==> src/rtl/arm_isa_pkg.sv <==
// Package: arm_isa_pkg
// Purpose: shared ARM-style ISA constants for the instruction encoder/writer
//          (op codes, data-processing cmd codes, MUL tag, condition codes),
//          the encoder FSM state type and the bundle legality rule.
// Ports:   none (package).
package arm_isa_pkg;

  // Instruction class field, instr[27:26]
  localparam logic [1:0] OP_DP  = 2'b00;
  localparam logic [1:0] OP_MEM = 2'b01;
  localparam logic [1:0] OP_BR  = 2'b10;
  localparam logic [1:0] OP_ILL = 2'b11;

  // Data-processing cmd codes, funct[4:1]
  localparam logic [3:0] CMD_AND = 4'b0000;
  localparam logic [3:0] CMD_SUB = 4'b0010;
  localparam logic [3:0] CMD_ADD = 4'b0100;
  localparam logic [3:0] CMD_CMP = 4'b1010;
  localparam logic [3:0] CMD_ORR = 4'b1100;
  localparam logic [3:0] CMD_MOV = 4'b1101;

  // Fixed bits [7:4] that mark a multiply
  localparam logic [3:0] MUL_TAG = 4'b1001;

  // Condition codes, instr[31:28]
  localparam logic [3:0] COND_AL = 4'b1110;
  localparam logic [3:0] COND_NE = 4'b0001;

  typedef enum logic [2:0] {
    ST_IDLE = 3'd0,
    ST_RUN  = 3'd1,
    ST_WR   = 3'd2,
    ST_DONE = 3'd3,
    ST_FULL = 3'd4
  } enc_state_t;

  // A bundle is illegal for the reserved op, or for MUL requested outside
  // the DP class or with a non-zero cmd field.
  function automatic logic is_illegal(input logic [1:0] op,
                                      input logic       mul,
                                      input logic [3:0] cmd);
    return (op == OP_ILL) || (mul && ((op != OP_DP) || (cmd != 4'b0000)));
  endfunction

endpackage

==> src/rtl/instr_encoder_writer_if.sv <==
// Interface: instr_encoder_writer_if
// Purpose: field-bundle handshake between the program loader (master) and
//          the instruction encoder/writer (slave).
// Signals: in_valid/in_ready handshake, in_last end-of-program marker,
//          cond/op/funct/mul/rn/rd/src2 instruction fields.
interface instr_encoder_writer_if;
  logic        in_valid;
  logic        in_ready;
  logic        in_last;
  logic [3:0]  cond;
  logic [1:0]  op;
  logic [5:0]  funct;
  logic        mul;
  logic [3:0]  rn;
  logic [3:0]  rd;
  logic [11:0] src2;

  modport master (output in_valid, in_last, cond, op, funct, mul, rn, rd, src2,
                  input  in_ready);
  modport slave  (input  in_valid, in_last, cond, op, funct, mul, rn, rd, src2,
                  output in_ready);
endinterface

==> src/rtl/instr_encoder_writer_pack.sv <==
// Module: instr_pack
// Purpose: purely combinational packing of instruction fields into a 32-bit
//          ARM-style word, plus the legality flag for the bundle.
// Ports:   cond/op/funct/mul/rn/rd/src2 in; word (packed instruction) and
//          illegal (bundle must be rejected) out.
module instr_pack
  import arm_isa_pkg::*;
(
  input  logic [3:0]  cond,
  input  logic [1:0]  op,
  input  logic [5:0]  funct,
  input  logic        mul,
  input  logic [3:0]  rn,
  input  logic [3:0]  rd,
  input  logic [11:0] src2,
  output logic [31:0] word,
  output logic        illegal
);

  // Field packing; MUL moves rd to [19:16], takes Rm from src2[11:8] and
  // places Rn in [3:0], with the accumulate bit [21] fixed at 0.
  always_comb begin
    word    = 32'h0000_0000;
    illegal = is_illegal(op, mul, funct[4:1]);
    if (mul) begin
      word = {cond, 6'b000000, 1'b0, funct[0], rd, 4'b0000, src2[11:8], MUL_TAG, rn};
    end else begin
      word = {cond, op, funct, rn, rd, src2};
    end
  end

endmodule

==> src/rtl/instr_encoder_writer.sv <==
// Module: instr_encoder_writer
// Purpose: accepts instruction field bundles, packs them into 32-bit words
//          and writes them one per two cycles into instruction memory starting
//          at BASE_ADDR. Illegal bundles are rejected and flagged.
// Ports:   clk, reset (async active-low), start (load pulse), bus (field
//          bundle handshake, slave side), mem_we/mem_addr/mem_wdata (imem
//          write port), count (words written), busy/done/full/err_illegal.
module instr_encoder_writer
  import arm_isa_pkg::*;
#(
  parameter  logic [31:0] BASE_ADDR = 32'h0000_0000,
  parameter  int          DEPTH     = 64,
  localparam int          IDXW      = $clog2(DEPTH)
) (
  input  logic                    clk,
  input  logic                    reset,
  input  logic                    start,
  instr_encoder_writer_if.slave   bus,
  output logic                    mem_we,
  output logic [31:0]             mem_addr,
  output logic [31:0]             mem_wdata,
  output logic [IDXW:0]           count,
  output logic                    busy,
  output logic                    done,
  output logic                    full,
  output logic                    err_illegal
);

  localparam logic [IDXW:0] DEPTH_CNT = (IDXW+1)'(DEPTH);

  enc_state_t    state_r;
  logic          in_ready_r;
  logic          mem_we_r;
  logic [31:0]   mem_addr_r;
  logic [31:0]   mem_wdata_r;
  logic [IDXW:0] count_r;
  logic          busy_r;
  logic          done_r;
  logic          full_r;
  logic          err_illegal_r;
  logic          last_r;
  logic          restart_pend_r;

  logic [31:0]   word_s;
  logic          illegal_s;
  logic [31:0]   addr_s;
  logic          accept_s;
  logic          restart_s;

  instr_pack u_pack (
    .cond    (bus.cond),
    .op      (bus.op),
    .funct   (bus.funct),
    .mul     (bus.mul),
    .rn      (bus.rn),
    .rd      (bus.rd),
    .src2    (bus.src2),
    .word    (word_s),
    .illegal (illegal_s)
  );

  // The word index is the low bits of count; count stops at DEPTH, so the
  // address never wraps back over earlier words.
  assign addr_s    = BASE_ADDR + {{(30-IDXW){1'b0}}, count_r[IDXW-1:0], 2'b00};
  assign accept_s  = bus.in_valid & in_ready_r;
  // A start seen during WR is remembered and taken once the write retires.
  assign restart_s = (start | restart_pend_r) & (state_r != ST_WR);

  assign bus.in_ready = in_ready_r;
  assign mem_we       = mem_we_r;
  assign mem_addr     = mem_addr_r;
  assign mem_wdata    = mem_wdata_r;
  assign count        = count_r;
  assign busy         = busy_r;
  assign done         = done_r;
  assign full         = full_r;
  assign err_illegal  = err_illegal_r;

  // Load FSM with registered handshake, write port, counter and status flags.
  always_ff @(posedge clk or negedge reset) begin
    if (!reset) begin
      state_r        <= ST_IDLE;
      in_ready_r     <= 1'b0;
      mem_we_r       <= 1'b0;
      mem_addr_r     <= BASE_ADDR;
      mem_wdata_r    <= 32'h0000_0000;
      count_r        <= '0;
      busy_r         <= 1'b0;
      done_r         <= 1'b0;
      full_r         <= 1'b0;
      err_illegal_r  <= 1'b0;
      last_r         <= 1'b0;
      restart_pend_r <= 1'b0;
    end else if (restart_s) begin
      state_r        <= ST_RUN;
      in_ready_r     <= 1'b1;
      mem_we_r       <= 1'b0;
      count_r        <= '0;
      busy_r         <= 1'b1;
      done_r         <= 1'b0;
      full_r         <= 1'b0;
      err_illegal_r  <= 1'b0;
      last_r         <= 1'b0;
      restart_pend_r <= 1'b0;
    end else begin
      case (state_r)
        ST_RUN: begin
          if (accept_s) begin
            if (illegal_s) begin
              err_illegal_r <= 1'b1;
            end else begin
              last_r      <= bus.in_last;
              mem_we_r    <= 1'b1;
              mem_addr_r  <= addr_s;
              mem_wdata_r <= word_s;
              in_ready_r  <= 1'b0;
              state_r     <= ST_WR;
            end
          end
        end
        ST_WR: begin
          mem_we_r <= 1'b0;
          count_r  <= count_r + {{IDXW{1'b0}}, 1'b1};
          if (start) begin
            restart_pend_r <= 1'b1;
          end
          if (last_r) begin
            state_r <= ST_DONE;
            busy_r  <= 1'b0;
            done_r  <= 1'b1;
          end else if ((count_r + {{IDXW{1'b0}}, 1'b1}) == DEPTH_CNT) begin
            state_r <= ST_FULL;
            busy_r  <= 1'b0;
            done_r  <= 1'b1;
            full_r  <= 1'b1;
          end else begin
            state_r    <= ST_RUN;
            in_ready_r <= 1'b1;
          end
        end
        ST_IDLE, ST_DONE, ST_FULL: begin
          in_ready_r <= 1'b0;
          mem_we_r   <= 1'b0;
        end
        default: begin
          state_r    <= ST_IDLE;
          in_ready_r <= 1'b0;
          mem_we_r   <= 1'b0;
          busy_r     <= 1'b0;
        end
      endcase
    end
  end

endmodule
==> src/flat_wrapper.sv <==
// flat-port wrapper written by rule: the top's interface ports become plain ports
module instr_encoder_writer_flat import arm_isa_pkg::*;
#(
  parameter  logic [31:0] BASE_ADDR = 32'h0000_0000,
  parameter  int          DEPTH     = 64,
  localparam int          IDXW      = $clog2(DEPTH)
)
  (clk, reset, start, mem_we, mem_addr, mem_wdata, count, busy, done, full, err_illegal, bus_in_valid, bus_in_last, bus_cond, bus_op, bus_funct, bus_mul, bus_rn, bus_rd, bus_src2, bus_in_ready);
  instr_encoder_writer_if bus_i ();
  input  logic clk;
  input  logic reset;
  input  logic start;
  output logic mem_we;
  output logic [31:0] mem_addr;
  output logic [31:0] mem_wdata;
  output logic [IDXW:0] count;
  output logic busy;
  output logic done;
  output logic full;
  output logic err_illegal;
  input wire logic [$bits(bus_i.in_valid)-1:0] bus_in_valid;
  input wire logic [$bits(bus_i.in_last)-1:0] bus_in_last;
  input wire logic [$bits(bus_i.cond)-1:0] bus_cond;
  input wire logic [$bits(bus_i.op)-1:0] bus_op;
  input wire logic [$bits(bus_i.funct)-1:0] bus_funct;
  input wire logic [$bits(bus_i.mul)-1:0] bus_mul;
  input wire logic [$bits(bus_i.rn)-1:0] bus_rn;
  input wire logic [$bits(bus_i.rd)-1:0] bus_rd;
  input wire logic [$bits(bus_i.src2)-1:0] bus_src2;
  output wire logic [$bits(bus_i.in_ready)-1:0] bus_in_ready;
  assign bus_i.in_valid = bus_in_valid;
  assign bus_i.in_last = bus_in_last;
  assign bus_i.cond = bus_cond;
  assign bus_i.op = bus_op;
  assign bus_i.funct = bus_funct;
  assign bus_i.mul = bus_mul;
  assign bus_i.rn = bus_rn;
  assign bus_i.rd = bus_rd;
  assign bus_i.src2 = bus_src2;
  assign bus_in_ready = bus_i.in_ready;
  instr_encoder_writer #(.BASE_ADDR(BASE_ADDR), .DEPTH(DEPTH)) u_core (.clk(clk), .reset(reset), .start(start), .bus(bus_i), .mem_we(mem_we), .mem_addr(mem_addr), .mem_wdata(mem_wdata), .count(count), .busy(busy), .done(done), .full(full), .err_illegal(err_illegal));
endmodule
==> config.mk <==
export PLATFORM = sky130hd
export DESIGN_NAME = instr_encoder_writer_flat
export DESIGN_NICKNAME = d
export VERILOG_FILES = /design/src/rtl/arm_isa_pkg.sv /design/src/rtl/instr_encoder_writer_if.sv /design/src/rtl/instr_encoder_writer_pack.sv /design/src/rtl/instr_encoder_writer.sv /design/src/flat_wrapper.sv
export SDC_FILE = /design/constraint.sdc
export NUM_CORES = 1
export LEC_CHECK = 0
export ABC_AREA = 1
export BUFFER_PORTS_ARGS = -buffer_cell sky130_fd_sc_hd__buf_4
export CAP_MARGIN = 20
export CORE_ASPECT_RATIO = 0.8
export CORE_UTILIZATION = 50
export DETAILED_ROUTE_END_ITERATION = 16
export PLACE_DENSITY = 0.8
export SYNTH_ARGS = -nofsm -noshare
export SYNTH_HDL_FRONTEND = slang
export SYNTH_HIERARCHICAL = 1
export SYNTH_SLANG_ARGS = --single-unit
export TNS_END_PERCENT = 100
==> constraint.sdc <==
create_clock -name clk -period 2.43 [get_ports clk]
set_clock_uncertainty 0.2 [all_clocks]
set_input_delay 0.1215 -clock clk [delete_from_list [all_inputs] [get_ports clk]]
set_output_delay 0.1215 -clock clk [all_outputs]
set_load 0.03 [all_outputs]
=== Word level (Yosys, flattened, before mapping) ===
Index checks and enable logic that the tools add are counted.

* Input port bits: 38
* Output and inout port bits: 77
* Flip-flop bits (word level): 56

* Reduce and logical (&&, ||, !) cells: 25
* Muxes and demuxes: 41
* Bitwise operators: 5
* Add/sub/neg operators: 1
* Equal/unequal tests: 16

{| class="wikitable"
|+ Operators with widths
! operator !! number
|-
| $mux W1 || 30
|-
| $mux W28 || 1
|-
| $mux W3 || 5
|-
| $mux W7 || 2
|-
| $reduce_bool A2 Y1 || 7
|-
| $reduce_and A3 Y1 || 4
|-
| $pmux W3 S3 || 1
|-
| $reduce_and A2 Y1 || 4
|-
| $reduce_and A4 Y1 || 2
|-
| $add A7 B1 Y7 const B || 1
|-
| $eq A7 B7 Y1 const B || 1
|-
| $eq A3 B2 Y1 const B || 2
|-
| $ne A3 B2 Y1 const B || 2
|-
| $ne A3 B3 Y1 const B || 2
|-
| $ne A2 B1 Y1 const B || 2
|-
| $ne A2 B2 Y1 const B || 2
|-
| $ne A4 B1 Y1 const B || 1
|-
| $pmux W1 S2 || 2
|-
| $reduce_bool A4 Y1 || 1
|-
| $reduce_or A4 Y1 || 1
|-
| $eq A3 B1 Y1 const B || 1
|-
| $eq A3 B3 Y1 const B || 1
|-
| $logic_not A3 Y1 || 1
|-
| $ne A3 B1 Y1 const B || 1
|-
| other kinds (8) || 11
|}

=== Depth between registers and ports, before layout ===
Gate-level depths: netlist of run 1.

* Depth in word-level cells: 8
* Depth in mapped cells: 12

=== Hierarchy ===
Netlist of run 1, hierarchy kept.

{| class="wikitable"
|+ By module, submodules not included
! module !! cells each !! seq. area each (um2) !! times used !! area each (um2)
|-
| instr_encoder_writer || 239 || 1401.3 || 1 || 2542.4
|-
| instr_pack || 69 || 0.0 || 1 || 334.1
|}

=== Worst setup path after synthesis of run 1 ===
OpenSTA, ideal clock, no wires.

* Kind: register to register
* From: register u_core.count_r[1] (netlist: u_core/count[1])
* To: register u_core.done_r (netlist: u_core/done)
* Data arrival time: 1.542 ns
* Period minus slack after synthesis: 1.864 ns
* Stages on the path, launching flop included: 11
* Path buffers: 0
* Slack: 0.566 ns
* Data required time: 2.108 ns
* Path through: dfrtp_1 > ha_1 > nand3_1 > o21bai_1 > nand2_1 > nor2_1 > nand2_1 > nand2_1 > nand2_1 > nand2_1 > o21ai_1

* Cells in the longest elaborated chain, start to end: 4

{| class="wikitable"
|+ RTL lines
! element !! line !! source
|-
| start, declared || instr_encoder_writer.sv:36 || <nowiki>logic [IDXW:0] count_r;</nowiki>
|-
| start signal, assigned || instr_encoder_writer.sv:123 || <nowiki>count_r <= count_r + {{IDXW{1'b0}}, 1'b1};</nowiki>
|-
| $add A7 B1 Y7 || instr_encoder_writer.sv:131 || <nowiki>end else if ((count_r + {{IDXW{1'b0}}, 1'b1}) == DEPTH_CNT) begin</nowiki>
|-
| $eq A7 B7 Y1 || instr_encoder_writer.sv:131 ||
|-
| $reduce_bool A3 Y1 (no line) || n/a ||
|-
| $reduce_and A2 Y1 (no line) || n/a ||
|-
| end signal, assigned || instr_encoder_writer.sv:100 || <nowiki>done_r <= 1'b0;</nowiki>
|-
| end signal, assigned || instr_encoder_writer.sv:130 || <nowiki>done_r <= 1'b1;</nowiki>
|-
| end signal, assigned || instr_encoder_writer.sv:134 || <nowiki>done_r <= 1'b1;</nowiki>
|-
| end, declared || instr_encoder_writer.sv:38 || <nowiki>logic done_r;</nowiki>
|}

No other way between the ends.
A chain may end at the register's enable or synchronous reset.

=== Worst setup path after layout of run 1 ===
* From: input bus_op[0]
* To: register u_core.mem_wdata_r[10] (netlist: u_core/mem_wdata[10])

* Cells in the longest elaborated chain, start to end: 6

{| class="wikitable"
|+ RTL lines
! element !! line !! source
|-
| start, declared || flat_wrapper.sv:24 || <nowiki>input wire logic [$bits(bus_i.op)-1:0] bus_op;</nowiki>
|-
| $reduce_bool A2 Y1 || arm_isa_pkg.sv:42 || <nowiki>return (op == OP_ILL) || (mul && ((op != OP_DP) || (cmd != 4'b0000)));</nowiki>
|-
| $logic_or A1 B1 Y1 || arm_isa_pkg.sv:42 ||
|-
| $logic_and A1 B1 Y1 || arm_isa_pkg.sv:42 ||
|-
| $logic_or A1 B1 Y1 (*) || arm_isa_pkg.sv:42 ||
|-
| net u_core.illegal_s || instr_encoder_writer.sv:45 || <nowiki>logic illegal_s;</nowiki>
|-
| $not A1 Y1 (no line) (*) || n/a ||
|-
| $reduce_and A4 Y1 (no line) (*) || n/a ||
|-
| end signal, assigned || instr_encoder_writer.sv:115 || <nowiki>mem_wdata_r <= word_s;</nowiki>
|-
| end, declared || instr_encoder_writer.sv:35 || <nowiki>logic [31:0] mem_wdata_r;</nowiki>
|}

Mark *: on every way through the listed nets, which the timed path passes. The rest lies on a longest branch.

==> results of run 1 <==
cell usage after synthesis:
cell / count / area (um^2)
sky130_fd_sc_hd__o21bai_1: 1 / 7.51
sky130_fd_sc_hd__nand3_4: 1 / 17.5
sky130_fd_sc_hd__clkbuf_1: 1 / 3.75
sky130_fd_sc_hd__mux2_1: 32 / 360
sky130_fd_sc_hd__nand3_1: 10 / 50.1
sky130_fd_sc_hd__a21oi_1: 2 / 10.0
sky130_fd_sc_hd__dfrtp_1: 56 / 1400
sky130_fd_sc_hd__xor2_1: 1 / 8.76
sky130_fd_sc_hd__o21ai_1: 9 / 45.0
sky130_fd_sc_hd__nand4_1: 3 / 18.8
sky130_fd_sc_hd__nand2_1: 65 / 244
sky130_fd_sc_hd__inv_1: 31 / 116
sky130_fd_sc_hd__inv_2: 5 / 18.8
sky130_fd_sc_hd__o21ai_2: 2 / 17.5
sky130_fd_sc_hd__buf_4: 35 / 263
sky130_fd_sc_hd__ha_1: 2 / 25.0
sky130_fd_sc_hd__buf_2: 3 / 15.0
sky130_fd_sc_hd__o31ai_1: 1 / 7.51
sky130_fd_sc_hd__nor2_1: 26 / 97.6
sky130_fd_sc_hd__o21ai_0: 12 / 60.1
sky130_fd_sc_hd__conb_1: 1 / 3.75
sky130_fd_sc_hd__mux2i_1: 1 / 10.0
sky130_fd_sc_hd__buf_6: 3 / 33.8
sky130_fd_sc_hd__nor3_4: 1 / 16.3
sky130_fd_sc_hd__or2_1: 4 / 25.0
registers in the layout, summed over array words and instances (netlist names):
signal	cells
u_core/mem_wdata	32
u_core/count	7
u_core/mem_addr	6
u_core/state_r	3
u_core/bus.in_ready	1
u_core/busy	1
u_core/done	1
u_core/err_illegal	1
u_core/full	1
u_core/last_r	1
u_core/mem_we	1
u_core/restart_pend_r	1
cell type report:
class                           instances  share of cell area
Sequential cell                        56               0.355
Clock buffer                            5              0.0174
Inverter                               36              0.0343
Multi-Input combinational cell        200               0.288
Timing Repair Buffer                  130               0.273
Clock inverter                          1             0.00761
Tap cell                               78              0.0247
how the worst min path moves through the flow:
stage,startpoint,to,slack [ns]
final,bus_mul,u_core/mem_wdata[24],0.07
after global routing,bus_mul,u_core/mem_wdata[27],0.07
after CTS,bus_mul,u_core/mem_wdata[24],0.06
after detailed placement,reset,u_core/mem_wdata[24],0.01
after global placement,reset,u_core/mem_wdata[26],0.009
after floorplan,reset,u_core/bus.in_ready,-0.37
logic make-up after synthesis:
group / count (synthesis) / share of synthesized area
flip-flops: 56 / 0.487
buffers and inverters: 78 / 0.157
XOR/XNOR: 1 / 0.00305
adder cells (fa/ha/maj): 2 / 0.00870
multiplexers: 33 / 0.129
AND/OR/NAND/NOR: 110 / 0.163
other: 1 / 0.00130
AO/OA/AOI/OAI: 27 / 0.0513
per-layer routing:
metal / part of all wire / vias up / track usage
met5: 0 / - / 0
met4: 0.035 / 0 / 0.100
met3: 0.055 / 21 / 0.0452
met2: 0.51 / 128 / 0.401
met1: 0.40 / 1165 / 0.279
li1: - / 1151 / -
power groups by stage:
stage | Clock (uW) | Combinational [uW] | Sequential (uW)
after floorplan | 0 | 459 | 1900
after global placement | 0 | 1500 | 1380
after detailed placement | 0 | 1520 | 1390
after CTS | 583 | 1580 | 1370
after global routing | 621 | 1700 | 1420
final | 574 | 1620 | 1380
worst max-delay path, stage by stage:
cell and delay [ns]:
sky130_fd_sc_hd__dlygate4sd3_1 0.56, sky130_fd_sc_hd__buf_4 0.16, sky130_fd_sc_hd__nor2_1 0.10, sky130_fd_sc_hd__nand3_1 0.09
sky130_fd_sc_hd__nand2_1 0.07, sky130_fd_sc_hd__inv_1 0.05, sky130_fd_sc_hd__or2_1 0.24, sky130_fd_sc_hd__inv_2 0.12
sky130_fd_sc_hd__nand3_4 0.24, sky130_fd_sc_hd__mux2_1 0.43
timing repair:
action,4_1_cts,5_1_grt
hold buffers,40,0
endpoints found under the setup margin,0,38
resized for setup,0,1
hold endpoints to repair,90,0
metrics by stage:
| step | hold WS, ns | instance area (um^2) |
|---|---|---|
| 2_1_floorplan | -0.374 | 2970 |
| 3_3_place_gp | 0.00893 | 3430 |
| 3_5_place_dp | 0.0100 | 3430 |
| 4_1_cts | 0.0569 | 3930 |
| 5_1_grt | 0.0747 | 3950 |
| 6_report | 0.0665 | 3950 |
layout by cell type (no fill, tap or decap):
master,instances
sky130_fd_sc_hd__buf_4,90
sky130_fd_sc_hd__nand2_1,65
sky130_fd_sc_hd__dfrtp_1,56
sky130_fd_sc_hd__dlygate4sd3_1,40
sky130_fd_sc_hd__mux2_1,32
sky130_fd_sc_hd__inv_1,31
sky130_fd_sc_hd__nor2_1,26
sky130_fd_sc_hd__conb_1,26
sky130_fd_sc_hd__o21ai_0,12
sky130_fd_sc_hd__nand3_1,10
sky130_fd_sc_hd__o21ai_1,9
sky130_fd_sc_hd__clkbuf_8,5
sky130_fd_sc_hd__inv_2,5
sky130_fd_sc_hd__or2_1,4
sky130_fd_sc_hd__nand4_1,3
sky130_fd_sc_hd__nand3_4,2
sky130_fd_sc_hd__a21oi_1,2
sky130_fd_sc_hd__ha_1,2
sky130_fd_sc_hd__o21ai_2,2
sky130_fd_sc_hd__bufinv_16,1
sky130_fd_sc_hd__nor3_4,1
sky130_fd_sc_hd__xor2_1,1
sky130_fd_sc_hd__o21bai_1,1
sky130_fd_sc_hd__o31ai_1,1
sky130_fd_sc_hd__mux2i_1,1
==> impl_summary.txt, run 1 <==
----------------------------------------------------
[Synth]
  Synthesis-stage register bit count ... 56
  Number of library cell types mapped by synthesis ... 25
  Syn_area_per_cell ... 9.34 um^2
  Count of warnings emitted by yosys ... 6
  Syn Std Cell Area ... 0.00288 mm^2
  Synthesized netlist cell count ... 308
  Seq/Total Area, Yosys ... 0.487

[Place]
  Worst slack after detailed placement ... 0.351 ns
  Placed Instances ... 459
  Global placer's final weighted congestion ... 0.835
  Post-DP HPWL ... 4.20 mm
  Port Buf Inserts ... 88

[Global routing]
  Combined global-route utilization of all metal layers ... 0.232
  Via count of the first global-routing pass ... 2355
  Pin count of the biggest net entering global routing ... 57
  Grt total ovfl ... 0
  Global-route wire length before repair ... 10.7 mm
  Number of antenna violations at the first check in global routing ... 0

[Detailed routing]
  Vias ... 2465
  Wirelength per Cell ... 13.9 um
  Post-detailed-routing wire length ... 7.03 mm
  Initial DRC Count ... 135
  Number of detailed-routing iterations run before antenna repair ... 5
  Antenna-violating nets left ... 0
  Per-cell via count in the routed design ... 4.87
  DR DRC count ... 0

[Critical path]
  Critical Path AT ... 2.18 ns
  Reg-to-reg startpoint ... u_core/count[0]
  Startpoint-to-endpoint class of the critical path ... primary input to flop
  Crit path capture type ... flop
  Largest fanout of any net on the critical path ... 17
  Capture instance of the worst register-to-register path ... u_core/state_r[2]
  Data required time at the worst endpoint ... 2.41 ns
  Worst setup startpoint ... bus_op[0]
  Destination of the critical timing path ... u_core/mem_wdata[10]
  Category of the worst setup path launch point ... primary input
  Register-to-register setup slack ... 0.51 ns
  Count of cells along the worst register-to-register path ... 8

[STA]
  Setup Viol. Count Final ... 0
  Slew at the pin closest to its max-slew limit ... 0.709 ns
  Post-route minimum period ... 2.20 ns
  Hold violation count in the final report ... 0
  Max Fclk ... 454 MHz
  Final clock period utilization by the worst path ... 0.907
  Worst-case setup margin in the final layout ... 0.226 ns
  Final TNS setup ... 0 ns
  Max-slew violations ... 0
  RSZ-0062 raised after global routing ... false
  Tightest slew margin relative to the limit ... 0.528

[Floorplan]
  Die Width ... 86.8 um
  IO Count ... 115
  Starting density of the core ... 0.523
  Die Y-Extent ... 69.8 um
  Die footprint ... 0.00606 mm^2
  Core Area ... 0.00550 mm^2
  Cell Rows ... 24

[Finish]
  Antenna diodes ... 0
  Area added between synthesis and finish ... 37.1%
  Area taken by flip-flops and latches ... 0.00140 mm^2
  Fin cells ... 506
  Final net count ... 469
  Multi-input combinational cell area ... 0.00114 mm^2
  # fillers ... 385
  Final Util ... 0.718
  Ratio of cells with drive above 1 in the final layout ... 0.248

[Pwr]
  Int Pwr ... 2110 uW
  Maximum ir drop on the vdd rail ... 568 uV
  Lkg Pwr ... 0.00209 uW
  Pwr Density ... 905 mW/mm^2
  Switching power share of the total ... 0.409
  Reported net switching power ... 1460 uW
  Total Power Consumption ... 3570 uW
  Share of total power in combinational logic ... 0.452
  Clock group share of total power ... 0.161
  Power share of the sequential group ... 0.387

[Run]
  Number of max-cap violations ... 0

[CTS]
  Number of buffers on the longest clock path ... 2
  Clock Root Buffer ... sky130_fd_sc_hd__clkbuf_8
  Worst-path clk slew ... 0.09 ns
  H-tree levels ... 2
  Insertion delay of the later-clocked pin in the worst-skew pair ... 0.30 ns
  Number of clock sinks seen by CTS ... 56
  Number of buffers added for setup after CTS ... 0
  CTS tree ... done
  Number of buffers inserted during clock tree synthesis ... 5

[Outcome]
  Outcome ... finished clean

[Min path]
  Worst Hold Depth ... 3
  Class of the worst hold path ... primary input to flop

----------------------------------------------------
Note: power is estimated with default switching activity, not from simulation.
==> run 2, diff against run 1 <==
--- a/config.mk
+++ b/config.mk
@@ -11,7 +11,8 @@
 export CORE_ASPECT_RATIO = 0.8
 export CORE_UTILIZATION = 50
 export DETAILED_ROUTE_END_ITERATION = 16
-export PLACE_DENSITY = 0.8
+export HOLD_SLACK_MARGIN = 0.15
+export PLACE_DENSITY_LB_ADDON = 0.3
 export SYNTH_ARGS = -nofsm -noshare
 export SYNTH_HDL_FRONTEND = slang
 export SYNTH_HIERARCHICAL = 1
==> impl_summary.txt, run 2 (synthesized netlist as in run 1, its figures left out) <==
----------------------------------------------------
[Outcome]
  Outcome ... finished clean

[CTS]
  Clock Root Buffer ... sky130_fd_sc_hd__clkbuf_8
  CTS tree ... done
  Insertion delay of the later-clocked pin in the worst-skew pair ... 0.30 ns
  Number of buffers inserted during clock tree synthesis ... 5
  Number of clock sinks seen by CTS ... 56
  Number of buffers on the longest clock path ... 2
  Worst-path clk slew ... 0.09 ns
  H-tree levels ... 2

[Critical path]
  Category of the worst setup path launch point ... primary input
  Crit path capture type ... flop
  Critical Path AT ... 2.38 ns
  Destination of the critical timing path ... u_core/last_r
  Worst setup startpoint ... bus_funct[2]
  Reg-to-reg startpoint ... u_core/state_r[1]
  Register-to-register setup slack ... 0.34 ns
  Startpoint-to-endpoint class of the critical path ... primary input to flop
  Data required time at the worst endpoint ... 2.42 ns
  Capture instance of the worst register-to-register path ... u_core/last_r
  Count of cells along the worst register-to-register path ... 5
  Largest fanout of any net on the critical path ... 3

[Detailed routing]
  Per-cell via count in the routed design ... 4.69
  Initial DRC Count ... 181
  DR DRC count ... 0
  Post-detailed-routing wire length ... 6.93 mm
  Antenna-violating nets left ... 0
  Vias ... 2469
  Wirelength per Cell ... 13.1 um
  Number of detailed-routing iterations run before antenna repair ... 4

[STA]
  Tightest slew margin relative to the limit ... 0.536
  Final clock period utilization by the worst path ... 0.985
  Worst-case setup margin in the final layout ... 0.0369 ns
  Hold violation count in the final report ... 0
  Slew at the pin closest to its max-slew limit ... 0.696 ns
  Max-slew violations ... 0
  RSZ-0062 raised after global routing ... true
  Post-route minimum period ... 2.39 ns
  Setup Viol. Count Final ... 0
  Final TNS setup ... 0 ns
  Max Fclk ... 418 MHz

[Pwr]
  Pwr Density ... 842 mW/mm^2
  Int Pwr ... 2030 uW
  Share of total power in combinational logic ... 0.471
  Power share of the sequential group ... 0.397
  Reported net switching power ... 1450 uW
  Maximum ir drop on the vdd rail ... 513 uV
  Lkg Pwr ... 0.00218 uW
  Clock group share of total power ... 0.132
  Switching power share of the total ... 0.416

[Global routing]
  Grt total ovfl ... 0
  Number of antenna violations at the first check in global routing ... 0
  Via count of the first global-routing pass ... 2488
  Global-route wire length before repair ... 11.3 mm
  Combined global-route utilization of all metal layers ... 0.238
  Pin count of the biggest net entering global routing ... 57

[Finish]
  Final instance area ... 0.00414 mm^2
  Most used cells in the layout excluding fill and tap cells ... sky130_fd_sc_hd__buf_4, sky130_fd_sc_hd__nand2_1, sky130_fd_sc_hd__dlygate4sd3_1
  Ratio of cells with drive above 1 in the final layout ... 0.238
  Area added between synthesis and finish ... 43.8%
  Max reg flops ... 32
  Fin cells ... 527
  Final net count ... 491
  Most common cell after layout, fill and taps aside ... sky130_fd_sc_hd__buf_4
  Antenna diodes ... 0

[Floorplan]
  Die Y-Extent ... 69.8 um
  Cell Rows ... 24
  Core Area ... 0.00550 mm^2
  Die Width ... 86.8 um
  IO Count ... 115
  Die footprint ... 0.00606 mm^2
  Starting density of the core ... 0.523

[Place]
  Placed Instances ... 459
  Worst slack after detailed placement ... 0.278 ns
  Area after DPL ... 0.00343 mm^2
  Post-DP HPWL ... 4.13 mm
  Global placer's final weighted congestion ... 0.880
  Port Buf Inserts ... 88

[Run]
  Number of max-cap violations ... 0

[Min path]
  Class of the worst hold path ... primary input to asynchronous set/reset pin

----------------------------------------------------
-- run 2: changes by cell type in the layout (fill, tap and decap cells not counted) --
| cell | before | now |
|---|---|---|
| sky130_fd_sc_hd__dlygate4sd3_1 | 40 | 61 |
| sky130_fd_sc_hd__buf_4 | 90 | 91 |
| sky130_fd_sc_hd__bufinv_16 | 1 | 0 |
| sky130_fd_sc_hd__nor2_1 | 26 | 25 |
| sky130_fd_sc_hd__nor2_2 | 0 | 1 |
| sky130_fd_sc_hd__o21ai_0 | 12 | 11 |
| sky130_fd_sc_hd__o21ai_1 | 9 | 10 |
-- run 2: critical path, stage by stage --
cell                            delay, ns
sky130_fd_sc_hd__dlygate4sd3_1       0.57
sky130_fd_sc_hd__buf_4               0.15
sky130_fd_sc_hd__nor2_1              0.10
sky130_fd_sc_hd__nand3_1             0.11
sky130_fd_sc_hd__nand2_1             0.08
sky130_fd_sc_hd__inv_1               0.05
sky130_fd_sc_hd__or2_1               0.24
sky130_fd_sc_hd__inv_2               0.11
sky130_fd_sc_hd__nand2_1             0.11
sky130_fd_sc_hd__o21ai_1             0.14
sky130_fd_sc_hd__dlygate4sd3_1       0.56
sky130_fd_sc_hd__a21oi_1             0.05
-- run 2: how the worst min path moves through the flow --
| stage | start | to | slack (ns) | cells past startpoint |
|---|---|---|---|---|
| detailed placement | reset | u_core/mem_addr[6] | 0.02 | 1 |
| CTS | reset | u_core/mem_addr[6] | 0.23 | 2 |
| floorplan | reset | u_core/bus.in_ready | -0.37 | 0 |
| finish | reset | u_core/mem_addr[6] | 0.21 | 2 |
| global route | reset | u_core/mem_addr[6] | 0.27 | 2 |
| global placement | reset | u_core/mem_addr[5] | 0.02 | 1 |
-- run 2: area by class of cell --
| class | count | area (um^2) |
|---|---|---|
| clock buffer | 5 | 68.8 |
| fill | 365 | 1360 |
| inverter | 36 | 135 |
| multi-input combinational | 200 | 1140 |
| sequential | 56 | 1400 |
| tap | 78 | 97.6 |
| timing repair buffer | 152 | 1290 |
-- run 2: stage by stage --
stage	hold WS [ns]	power, uW	utilization
final	0.208	3480	0.753
after CTS	0.232	3460	0.747
after floorplan	-0.374	2360	-
after detailed placement	0.0185	2910	0.624
after global routing	0.270	3670	0.753
after global placement	0.0165	2880	0.624
-- run 2: power by group through the flow --
stage | Clock, uW | Combinational [uW] | Sequential, uW
3_3_place_gp | 0 | 1490 | 1380
6_report | 458 | 1640 | 1380
4_1_cts | 473 | 1610 | 1380
5_1_grt | 513 | 1740 | 1420
2_1_floorplan | 0 | 459 | 1900
3_5_place_dp | 0 | 1520 | 1390
-- run 2: metal layers --
metal  GRT usage  up-vias  share of wire
met5           0        -              0
met4      0.0870        0          0.020
met3      0.0429       15          0.043
met2       0.420       85           0.51
met1       0.289     1175           0.42
li1            -     1194              -
-- run 2: what timing repair did --
action,4_1_cts,5_1_grt
endpoints found under the setup margin,0,38
setup buffers,0,1
hold buffers,61,0
resized for setup,0,3
hold endpoints to repair,94,0
==> run 3, diff against run 2 <==
--- a/config.mk
+++ b/config.mk
@@ -10,7 +10,9 @@
 export CAP_MARGIN = 20
 export CORE_ASPECT_RATIO = 0.8
 export CORE_UTILIZATION = 50
+export CTS_CLUSTER_SIZE = 40
 export DETAILED_ROUTE_END_ITERATION = 16
+export GPL_TIMING_DRIVEN = 0
 export HOLD_SLACK_MARGIN = 0.15
 export PLACE_DENSITY_LB_ADDON = 0.3
 export SYNTH_ARGS = -nofsm -noshare
==> impl_summary.txt, run 3 (synthesized netlist as in run 1, its figures left out) <==
----------------------------------------------------
[CTS]
  Insertion delay of the later-clocked pin in the worst-skew pair ... 0.30 ns
  Number of buffers added for setup after CTS ... 0
  Number of clock sinks seen by CTS ... 56
  H-tree levels ... 2
  CTS tree ... done
  Number of buffers inserted during clock tree synthesis ... 5
  Worst-path clk slew ... 0.10 ns
  Clock Root Buffer ... sky130_fd_sc_hd__clkbuf_8
  Number of buffers on the longest clock path ... 2

[Place]
  Post-DP HPWL ... 4.43 mm
  Port Buf Inserts ... 79
  Area after DPL ... 0.00366 mm^2
  Global placer's final weighted congestion ... 0.864

[STA]
  Tightest slew margin relative to the limit ... 0.526
  Post-route minimum period ... 2.31 ns
  Final clock period utilization by the worst path ... 0.950
  Hold violation count in the final report ... 0
  RSZ-0062 raised after global routing ... false
  Final TNS setup ... 0 ns
  Max-slew violations ... 0
  Max Fclk ... 433 MHz
  Slew at the pin closest to its max-slew limit ... 0.712 ns
  Setup Viol. Count Final ... 0

[Floorplan]
  Die Width ... 86.8 um
  Die footprint ... 0.00606 mm^2
  Core Area ... 0.00550 mm^2
  Die Y-Extent ... 69.8 um
  Cell Rows ... 24
  IO Count ... 115
  Starting density of the core ... 0.523

[Detailed routing]
  Post-detailed-routing wire length ... 7.05 mm
  DR DRC count ... 0
  Wire length the detailed router placed on met1 ... 2.91 mm
  Wirelength per Cell ... 12.8 um
  Met2 routed WL ... 3.69 mm
  Initial DRC Count ... 99
  Per-cell via count in the routed design ... 4.59
  Total length of routed met3 wires ... 348 um
  Number of detailed-routing iterations run before antenna repair ... 4
  Vias ... 2520
  Antenna-violating nets left ... 0
  Top Layer Used ... met4

[Critical path]
  Category of the worst setup path launch point ... primary input
  Startpoint-to-endpoint class of the critical path ... primary input to flop
  Data required time at the worst endpoint ... 2.43 ns
  Critical Path AT ... 2.30 ns
  Register-to-register setup slack ... 0.46 ns
  Largest fanout of any net on the critical path ... 2
  Crit path capture type ... flop

[Run]
  Number of max-cap violations ... 0

[Finish]
  Most used cells in the layout excluding fill and tap cells ... sky130_fd_sc_hd__buf_4, sky130_fd_sc_hd__nand2_1, sky130_fd_sc_hd__dfrtp_1
  Final net count ... 510
  Max reg flops ... 32
  Most common cell after layout, fill and taps aside ... sky130_fd_sc_hd__buf_4
  Antenna diodes ... 0
  Area added between synthesis and finish ... 48.2%
  Final Util ... 0.776
  # fillers ... 382
  Ratio of cells with drive above 1 in the final layout ... 0.291
  Final instance area ... 0.00426 mm^2

[Global routing]
  Grt total ovfl ... 0
  Global-route wire length before repair ... 11.5 mm
  Number of antenna violations at the first check in global routing ... 0
  Via count of the first global-routing pass ... 2562
  Combined global-route utilization of all metal layers ... 0.247
  Pin count of the biggest net entering global routing ... 57

[Pwr]
  Total Power Consumption ... 3550 uW
  Lkg Pwr ... 0.00229 uW
  Maximum ir drop on the vdd rail ... 527 uV
  Pwr Density ... 832 mW/mm^2

[Min path]
  Class of the worst hold path ... primary input to asynchronous set/reset pin

[Outcome]
  Outcome ... finished clean

----------------------------------------------------
## run 3: cell types whose count changed in the layout (fill, tap and decap cells not counted), sizes merged
cell	previous run	this run
buf	91	120
clkbuf	5	7
dlygate4sd3	61	51
clkinv	0	2
nand3	12	11
## run 3: final timing paths
path	from	endpoint	depth (start not counted)
worst max-delay path	bus_funct[3]	u_core/last_r	12
worst min-delay path	reset	u_core/mem_addr[6]	2
worst max register to register	u_core/count[0]	u_core/state_r[0]	9
worst min register to register	u_core/full	u_core/full	2
max in group asynchronous	reset	u_core/mem_wdata[24]	2
min in group clk	bus_mul	u_core/mem_wdata[24]	5
## run 3: per-layer routing
layer  GRT usage  vias up
li1            -     1232
met1       0.293     1192
met5           0        -
met2       0.454       86
met4      0.0648        0
met3      0.0452       10
## run 3: report_power, final
| part | switching [uW] | leakage [uW] | total, uW | internal (uW) |
|---|---|---|---|---|
| clock network | 295 | 0.0000510 | 524 | 229 |
| logic | 992 | 0.00151 | 1650 | 657 |
| registers | 170 | 0.000731 | 1380 | 1210 |
## run 3: repair_timing
item	CTS	global route
gates resized for setup	0	1
endpoints found under the setup margin	0	1
endpoints found under the hold margin	94	0
hold buffers	51	0
## run 3: through the flow
stage | std cells | setup slack, ns | hold slack, ns
final | 549 | 0.121 | 0.222
after global routing | 549 | 0.0180 | 0.277
after CTS | 549 | 0.176 | 0.233
after detailed placement | 490 | 0.450 | 0.0206
after global placement | 490 | 0.503 | 0.0174
after floorplan | 333 | 0.566 | -0.374
## run 3: layout make-up
class	instances	area, um^2	area share
well taps	78	97.6	0.0229
plain buffers	42	315	0.0739
clock buffers	6	82.6	0.0194
flip-flops and latches	56	1400	0.329
multi-input cells	199	1120	0.262
clock inverters	2	10.0	0.00235
repair buffers	130	1100	0.259
inverters	36	135	0.0317
## run 3: critical path, cell delays in order
cell	delay [ns]
sky130_fd_sc_hd__dlygate4sd3_1	0.56
sky130_fd_sc_hd__buf_4	0.15
sky130_fd_sc_hd__nor2_1	0.12
sky130_fd_sc_hd__nand3_1	0.09
sky130_fd_sc_hd__nand2_1	0.08
sky130_fd_sc_hd__inv_1	0.05
sky130_fd_sc_hd__or2_1	0.25
sky130_fd_sc_hd__inv_2	0.08
sky130_fd_sc_hd__nand2_1	0.08
sky130_fd_sc_hd__o21ai_1	0.13
sky130_fd_sc_hd__dlygate4sd3_1	0.56
sky130_fd_sc_hd__a21oi_1	0.04
